File: src/rtl/muldiv_ctrl.sv
// muldiv_ctrl: sequences the shared multiply/divide units and owns the architectural HI/LO registers.
// Requests are accepted in IDLE only; each run lasts a fixed cycle budget, then HI/LO commit and done pulses.
module muldiv_ctrl #(
    parameter int WIDTH       = 32,
    parameter int MULT_CYCLES = 32,
    parameter int DIV_CYCLES  = 32,
    parameter int CNT_W       = 6
) (
    input  logic             clk,
    input  logic             reset,
    input  logic             mult_req,
    input  logic             div_req,
    input  logic             mthi,
    input  logic             mtlo,
    input  logic [WIDTH-1:0] a_in,
    input  logic [WIDTH-1:0] b_in,
    input  logic [WIDTH-1:0] mult_hi,
    input  logic [WIDTH-1:0] mult_lo,
    input  logic [WIDTH-1:0] div_hi,
    input  logic [WIDTH-1:0] div_lo,
    output logic [WIDTH-1:0] op_a,
    output logic [WIDTH-1:0] op_b,
    output logic             mult_start,
    output logic             div_start,
    output logic [WIDTH-1:0] HI,
    output logic [WIDTH-1:0] LO,
    output logic             busy,
    output logic             done,
    output logic             div_zero
);
    typedef enum logic [1:0] {IDLE, M_RUN, D_RUN, COMMIT} state_t;

    state_t           state, state_nx;
    logic [CNT_W-1:0] cnt, cnt_nx;
    logic [WIDTH-1:0] op_a_nx, op_b_nx, hi_nx, lo_nx;
    logic             mult_start_nx, div_start_nx, div_zero_nx;

    always_ff @(posedge clk or negedge reset) begin
        if (!reset) begin
            state      <= IDLE;
            cnt        <= '0;
            op_a       <= '0;
            op_b       <= '0;
            HI         <= '0;
            LO         <= '0;
            mult_start <= 1'b0;
            div_start  <= 1'b0;
            div_zero   <= 1'b0;
        end else begin
            state      <= state_nx;
            cnt        <= cnt_nx;
            op_a       <= op_a_nx;
            op_b       <= op_b_nx;
            HI         <= hi_nx;
            LO         <= lo_nx;
            mult_start <= mult_start_nx;
            div_start  <= div_start_nx;
            div_zero   <= div_zero_nx;
        end
    end

    always_comb begin
        state_nx      = state;
        cnt_nx        = cnt;
        op_a_nx       = op_a;
        op_b_nx       = op_b;
        hi_nx         = HI;
        lo_nx         = LO;
        mult_start_nx = 1'b0;
        div_start_nx  = 1'b0;
        div_zero_nx   = 1'b0;
        case (state)
            IDLE: begin
                // Lower-priority requests in the same cycle are dropped, not queued.
                if (mult_req) begin
                    op_a_nx       = a_in;
                    op_b_nx       = b_in;
                    cnt_nx        = CNT_W'(MULT_CYCLES);
                    mult_start_nx = 1'b1;
                    state_nx      = M_RUN;
                end else if (div_req) begin
                    if (b_in == '0) begin
                        div_zero_nx = 1'b1;
                        state_nx    = COMMIT;
                    end else begin
                        op_a_nx      = a_in;
                        op_b_nx      = b_in;
                        cnt_nx       = CNT_W'(DIV_CYCLES);
                        div_start_nx = 1'b1;
                        state_nx     = D_RUN;
                    end
                end else begin
                    if (mthi) hi_nx = a_in;
                    if (mtlo) lo_nx = a_in;
                end
            end
            M_RUN, D_RUN: begin
                cnt_nx = cnt - CNT_W'(1);
                if (cnt == CNT_W'(1)) begin
                    hi_nx    = (state == M_RUN) ? mult_hi : div_hi;
                    lo_nx    = (state == M_RUN) ? mult_lo : div_lo;
                    state_nx = COMMIT;
                end
            end
            COMMIT:  state_nx = IDLE;
            default: state_nx = IDLE;
        endcase
    end

    assign busy = (state == M_RUN) || (state == D_RUN);
    assign done = (state == COMMIT);
endmodule

File: config.mk
export PLATFORM = sky130hd
export DESIGN_NAME = muldiv_ctrl
export DESIGN_NICKNAME = d
export VERILOG_FILES = /design/src/rtl/muldiv_ctrl.sv
export SDC_FILE = /design/constraint.sdc
export NUM_CORES = 1
export LEC_CHECK = 0
export CAP_MARGIN = 20
export CORE_MARGIN = 2
export CORE_UTILIZATION = 38
export CTS_CLUSTER_DIAMETER = 80
export DETAILED_ROUTE_END_ITERATION = 12
export PLACE_DENSITY = 0.75
export SYNTH_ARGS = -nofsm -noshare
export SYNTH_HDL_FRONTEND = slang
export SYNTH_SLANG_ARGS = --single-unit
export TNS_END_PERCENT = 10
File: constraint.sdc
create_clock -name clk -period 6.1 [get_ports clk]
set_clock_uncertainty 0.2 [all_clocks]
set_input_delay 0.915 -clock clk [delete_from_list [all_inputs] [get_ports clk]]
set_output_delay 0.915 -clock clk [all_outputs]
set_load 0.01 [all_outputs]
## After elaboration in Yosys (flattened, before gate mapping)

Index checks and enable logic that the tools add are counted.

| storage, ports and cells | value |
|---|---|
| register bits after elaboration | 139 |
| input port bits | 198 |
| output and inout bits | 133 |
| word-level logic and storage cells | 70 |

| cells by class | value |
|---|---|
| $add $sub $neg | 1 |
| eq/ne operators | 12 |
| multiplexer cells | 37 |
| reduce and logical (&&, ||, !) cells | 11 |

Operator list:

| operator | count |
|---|---|
| two-way mux 32 bit | 16 |
| one-hot mux 32 bit (2 select lines) | 2 |
| zero test 32 bit | 1 |
| two-way mux 6 bit | 3 |
| inequality test 2 bit (second input constant) | 6 |
| one-hot mux 6 bit (2 select lines) | 1 |
| two-way mux 1 bit | 11 |
| AND reduction 5 bit | 2 |
| == test 6 x 1 -> 1 bit (second input constant) | 1 |
| two-way mux 2 bit | 3 |
| inequality test 3 bit (second input constant) | 2 |
| one-hot mux 2 bit (3 select lines) | 1 |
| AND reduction 3 bit | 2 |
| subtractor 6 x 1 -> 6 bit (second input constant) | 1 |
| == test 2 bit (second input constant) | 2 |
| nonzero test 2 bit | 2 |
| == test 2 x 1 -> 1 bit (second input constant) | 1 |
| zero test 2 bit | 1 |
| AND reduction 2 bit | 1 |
| OR reduction 2 bit | 1 |
| logical OR 1 bit | 1 |

## Longest topological paths before layout

Gate-level depths: netlist of the first run.

| depth | value |
|---|---|
| depth after elaboration | 5 |
| mapped depth | 7 |
| mapped depth without buffers | 6 |

## Worst setup path before layout of the first run

No wires, ideal clock.

| path | value |
|---|---|
| path type | input to register |
| start | input b_in[16] |
| end | register op_a[0] |
| setup time | 0.125 ns |
| arrival time | 2.331 ns |
| required time | 5.775 ns |
| path slack | 3.444 ns |
| stages on the path | 7 |
| buffers on the path | 2 |
| cells stage by stage | nor4_1 nand4_1 o21ai_2 a21bo_4 buf_12 buf_12 mux2_4 |

| between the ends | value |
|---|---|
| word-level cells in the longest chain between the ends | 3 |

Ends and longest elaborated chain:

| what | RTL line | text |
|---|---|---|
| start: declaration | 16 | `input logic [WIDTH-1:0] b_in,` |
| zero test 32 bit | 82 | `if (b_in == '0) begin` |
| inequality test 2 bit (no line) | - |  |
| AND reduction 3 bit (no line) | - |  |
| end signal: assignment | 52 | `op_a <= op_a_nx;` |
| end: declaration | 21 | `output logic [WIDTH-1:0] op_a,` |

Every way passes these cells.
A chain may end at the register's enable or synchronous reset.

## Worst setup path after layout of the first run

| path | value |
|---|---|
| start | input b_in[25] |
| end | register op_a[4] |

Same word-level chain as after synthesis.

==> impl_metrics.env, run 1 <==
export IMPL_cts_clk_slew_worst_paths_ns=0.06
export IMPL_worst_slack_ns=2.41
export IMPL_yosysSeqAreaShare_pct=50.0
export IMPL_worstPathArrival_ns=3.78
export IMPL_critPathMaxFanout=33
export IMPL_stdcell_area_um2=11000
export IMPL_p_leak_nw=4.70
export IMPL_rsz0062_at_grt="false"
export IMPL_dp_hpwl_um=15100
export IMPL_drcViolationCount=0
export IMPL_critPathLaunchType="primary input"
export IMPL_wl_per_cell_um=18.4
export IMPL_drt_iter0_drc=218
export IMPL_fmax_mhz=271
export IMPL_die_y_um=139
export IMPL_finalHoldViolations=0
export IMPL_ctsRootBufferMaster="clkbuf_16"
export IMPL_ctsResizeCount=0
export IMPL_cts_tree="yes"
export IMPL_viasPerCell=5.00
export IMPL_yosys_warnings=0
export IMPL_io_buffers=330
export IMPL_cts_htree_levels=4
export IMPL_worst_r2r_setup_slack_ns=2.82
export IMPL_period_needed_ns=3.69
export IMPL_whs_ns=0.303
export IMPL_report_final_slew_viol_count=0
export IMPL_synth_area_mux_share_pct=33.7
export IMPL_synth_area_um2=6960
export IMPL_detailedPlace_worstSlack_ns=1.98
export IMPL_place_congestion=0.815
export IMPL_vias=5507
export IMPL_cts_setup_buffers=0
export IMPL_netlist_area_leader_share_pct=50.0
export IMPL_io_pins=331
export IMPL_yosysTopAreaCell="dfrtp_1"
export IMPL_setup_viol=0
export IMPL_grt_pass1_wl_um=32300
export IMPL_outcome="finished, final reports clean"
export IMPL_finalPower_mw=6.57
export IMPL_cap_violations=0
export IMPL_insertion_delay_ns=0.41
export IMPL_synth_compound_area_share_pct=6.56
export IMPL_syn_inst=533
export IMPL_fp_coreArea_um2=18000
export IMPL_avgSynthCellArea_um2=13.1
export IMPL_grtUsageTotal_pct=21.2
export IMPL_syn_num_nets=738
export IMPL_clockBufferDepth=2
export IMPL_worstMarginPinSlew_ns=0.828
export IMPL_irDropWorstVdd_v=0.000285
export IMPL_endpoint_kind="flop"
export IMPL_yosys_area_share_simple_pct=4.67
export IMPL_grt_max_degree=89
export IMPL_dieWidth_um=139
export IMPL_powerDensity_nw_per_um2=595
export IMPL_synth_xor_area_share_pct=0
export IMPL_drt_first_pass_iters=4
export IMPL_syn2layout_area_growth_pct=58.7
export IMPL_finalSetupTns_ns=0
export IMPL_start_util_pct=38.8
export IMPL_gr_total_overflow=0
export IMPL_drive_gt1_share_pct=20.1
export IMPL_yosys_register_bits=139
export IMPL_synth_adder_area_share_pct=1.26
export IMPL_placed_area_um2=10400
export IMPL_synth_area_leaders="dfrtp_1 (50%), mux2_4 (13%), mux2_2 (11%)"
export IMPL_synth_top_family_by_area="multiplexers"
export IMPL_cp_required_ns=6.19
export IMPL_min_delay_path_class="reg -> reg"
export IMPL_antenna_found_initial=2
export IMPL_row_count=49
export IMPL_min_period_over_period_pct=60.4
export IMPL_postRouteAntennaNets=0
export IMPL_cts_hold_buf=0
export IMPL_dieArea_um2=19400
export IMPL_crit_type="in -> reg"
export IMPL_nets=1064
export IMPL_synth_cell_type_count=33
export IMPL_grt_pass1_vias=5813
export IMPL_slew_headroom_pct=44.8
export IMPL_routed_wl_um=20300
export IMPL_n_fill_cell=1475
export IMPL_cts_buffers_inserted=17
export IMPL_clock_sinks=139
[per-stage QoR]
step	util, %	instances
final	61.5	1102
after global routing	61.5	1101
after CTS	61.5	1101
after detailed placement	58.0	1069
after global placement	57.9	1068
after floorplan	-	533
[placed cells by master, fill, tap and decap left out, drive strengths merged, types with 2 or more instances in the layout]
master / instances
bufinv: 3
mux2: 128
nor2: 38
and3: 2
nand4: 2
inv: 11
nand2: 12
clkbuf: 18
dfrtp: 139
o211ai: 2
clkinv: 4
o21ai: 3
buf: 10
nand3: 2
a21oi: 65
nand2b: 2
clkdlybuf4s50: 329
a211oi: 3
a211o: 3
mux2i: 68
nor4: 8
a2111oi: 2
clkinvlp: 2
ha: 7
[worst paths after layout]
path                          start        to  depth (start not counted)
min                          HI[27]    HI[27]                          1
max                        b_in[25]   op_a[4]                          7
min reg2reg                  HI[27]    HI[27]                          1
max reg2reg                state[0]     LO[2]                          7
max in group asynchronous     reset     LO[8]                          2
min in group asynchronous     reset  op_a[25]                          1
[logic make-up (layout without fill, tap and decap cells)]
logic type,count (synthesis),count (layout)
multiplexers,196,196
flip-flops,139,139
AO/OA/AOI/OAI,81,81
AND/OR/NAND/NOR,72,72
buffers and inverters,38,377
adder cells (fa/ha/maj),7,7
other,0,1
[worst max-delay path: stages]
cell	delay, ns
clkdlybuf4s50_1	0.45
nor4_1	0.42
nand4_1	0.22
o21ai_2	0.33
a21bo_4	0.65
buf_4	0.45
mux2_4	0.33
[where the power goes]
group / total, mW / switching, mW / internal [mW]
Combinational: 3.80 / 1.64 / 2.16
Clock: 1.09 / 0.426 / 0.665
Sequential: 1.68 / 0.262 / 1.42
[cell usage after synthesis]
master     count
nor3b_1        1
inv_1          6
buf_2          9
mux2_2        68
a21oi_1       65
and2_1         1
buf_1          1
o22ai_1        1
nand4b_1       1
nor4_1         8
nor3_1         1
nor2_1        38
a211o_1        3
a21bo_4        1
nor2b_1        1
ha_1           7
nand4_1        2
clkbuf_1      15
or3_1          1
a21o_2         1
mux2_4        60
nand2_1       12
a211oi_1       3
buf_12         7
mux2i_1       68
o211ai_1       2
and3_1         2
a2111oi_0      2
nand3_1        2
nand2b_1       2
dfrtp_1      139
o21ai_0        2
o21ai_2        1
[flip-flops by register name (all words and copies together), names as in the netlist]
register and flops:
op_b 32, HI 32, cnt 6, div_start 1
state 2, div_zero 1, mult_start 1, LO 32
op_a 32
[cell type report]
type	instances	area (um^2)	area share [%]
flip-flops and latches	139	3480	31.5
clock inverters	14	185	1.68
inverters	6	22.5	0.204
repair buffers	339	3390	30.7
multi-input cells	356	3240	29.3
well taps	229	287	2.59
clock buffers	18	439	3.98
diodes	1	2.50	0.0227
[layer usage]
metal  global-route usage (%)  part of all wire, %
met1                     26.3                   41
met5                        0                0.054
met2                     36.0                   49
met4                     6.11                  2.1
met3                     6.19                  7.3
No activity file was read; power rests on OpenSTA's default activity.
==> run 2, diff against run 1 <==
Clock period 6.1 ns to 3.9 ns, I/O delays scaled along.
==> run 2 against run 1 <==
The run now ends with negative hold slack left. Die area did not move. Sequential cell count unchanged. First-iteration DRC count down 29%. Clock power is 39% higher. Utilization hardly changed.
==> impl_metrics.env, run 2 (same netlist as run 1, synthesis figures left out) <==
export IMPL_outcome="finished with violations"
export IMPL_violations="negative hold slack"
export IMPL_grt_pass1_vias=5748
export IMPL_p_leak_nw=4.71
export IMPL_slew_headroom_pct=53.3
export IMPL_wl_per_cell_um=18.2
export IMPL_layout_common_cells="clkdlybuf4s50_1 (329), dfrtp_1 (139), mux2i_1 (68), mux2_2 (68), a21oi_1 (65)"
export IMPL_routed_top_layer="met4"
export IMPL_cts_buffers_inserted=17
export IMPL_layout_commonest_cell="clkdlybuf4s50_1"
export IMPL_rsz0062_at_grt="false"
export IMPL_worst_slack_ns=0.906
export IMPL_clockBufferDepth=2
export IMPL_setup_viol=0
export IMPL_min_period_over_period_pct=76.8
export IMPL_fp_coreArea_um2=18000
export IMPL_nets=1068
export IMPL_period_needed_ns=2.99
export IMPL_cap_violations=0
export IMPL_cts_clk_slew_worst_paths_ns=0.06
export IMPL_dieArea_um2=19400
export IMPL_report_final_slew_viol_count=0
export IMPL_die_y_um=139
export IMPL_critPathBufInv=2
export IMPL_vias=5513
export IMPL_finalSetupTns_ns=0
export IMPL_ctsResizeCount=0
export IMPL_met3_length_um=1450
export IMPL_irDropWorstVdd_v=0.000471
export IMPL_start_util_pct=38.8
export IMPL_cts_htree_levels=4
export IMPL_routed_wl_um=20100
export IMPL_postRouteAntennaNets=0
export IMPL_min_delay_path_class="in -> async"
export IMPL_grt_max_degree=74
export IMPL_grt_pass1_wl_um=31700
export IMPL_ctsRootBufferMaster="clkbuf_16"
export IMPL_slowest_stage="clkdlybuf4s50_1"
export IMPL_whs_ns=-0.0144
export IMPL_place_congestion=0.811
export IMPL_fmax_mhz=334
export IMPL_cts_tree="yes"
export IMPL_final_core_util_pct=61.5
export IMPL_worstPathArrival_ns=2.21
export IMPL_row_count=49
export IMPL_dp_hpwl_um=15000
export IMPL_drive_gt1_share_pct=20.4
export IMPL_crit_chain="inv_1 -> ha_4 -> clkdlybuf4s50_1"
export IMPL_cts_hold_buf=0
export IMPL_path_delay_family="buffers and inverters"
export IMPL_detailedPlace_worstSlack_ns=0.719
export IMPL_drt_first_pass_iters=4
export IMPL_insertion_delay_ns=0.41
export IMPL_critPathLaunchType="flop"
export IMPL_antenna_found_initial=2
export IMPL_viasPerCell=4.98
export IMPL_endpoint_kind="primary output"
export IMPL_syn2layout_area_growth_pct=58.6
export IMPL_io_buffers=330
export IMPL_finalHoldViolations=6
export IMPL_grtUsageTotal_pct=20.8
export IMPL_cp_required_ns=3.12
export IMPL_dieWidth_um=139
export IMPL_critPathMaxFanout=45
export IMPL_clock_sinks=139
export IMPL_io_pins=331
export IMPL_worstMarginPinSlew_ns=0.701
export IMPL_gr_total_overflow=0
export IMPL_powerDensity_nw_per_um2=918
export IMPL_crit_type="reg -> out"
export IMPL_seq_area_um2=3480
export IMPL_cts_setup_buffers=0
export IMPL_multi_input_area_um2=3240
export IMPL_wl_met1_um=8370
export IMPL_drt_iter0_drc=154
export IMPL_drcViolationCount=0
export IMPL_wl_met2_um=9900
export IMPL_cpPeakStageDelay_ns=0.63
export IMPL_n_fill_cell=1465
-- run 2: changes by cell type in the layout (fill, tap and decap cells not counted), sizes merged --
cell and change:
buf +4, bufinv -3, inv +3, clkbuf -1
clkinv +1, diode +1
-- run 2: path summary, 6_finish.rpt --
check	startpoint	end	slack (ns)	cells past startpoint
max	state[0]	busy	0.91	3
min	reset	HI[24]	-0.01	1
max reg2reg	state[0]	LO[5]	1.24	6
min reg2reg	HI[27]	HI[27]	0.30	1
max in group asynchronous	reset	op_b[26]	2.60	2
min in group clk	HI[27]	HI[27]	0.30	1
-- run 2: final cells by class --
| class | instances | area share, % |
|---|---|---|
| clock inverter | 15 | 1.19 |
| clock buffer | 17 | 3.85 |
| multi-input combinational | 356 | 29.4 |
| sequential | 139 | 31.5 |
| tap | 229 | 2.59 |
| inverter | 6 | 0.204 |
| timing repair buffer | 343 | 31.3 |
| antenna | 2 | 0.0453 |
-- run 2: power by group --
part	internal (mW)	switching, mW	leakage [nW]
combinational	3.41	2.56	2.81
sequential	2.22	0.413	1.63
clock	0.838	0.687	0.272
-- run 2: routing by layer --
metal  global-route usage, %  vias to the layer above
met3                    6.47                       29
met5                       0                        -
met2                    34.6                      230
li1                        -                     2604
met1                    26.0                     2650
met4                    6.06                        0
-- run 2: through the flow --
step	hold WS [ns]	cells	power [mW]	area (um^2)
global placement	0.286	1073	8.53	10500
finish	-0.0144	1107	10.1	11000
global route	0.0411	1105	10.8	11000
CTS	0.00286	1105	10.2	11000
floorplan	0.0894	533	6.22	6960
detailed placement	0.292	1073	8.67	10500
-- run 2: worst register-to-register path, cell delays in order, from the launching register on --
cell      delay [ns]
dfrtp_1         0.44
inv_1           0.13
ha_4            0.42
buf_4           0.32
o211ai_1        0.26
buf_4           0.38
mux2_2          0.39
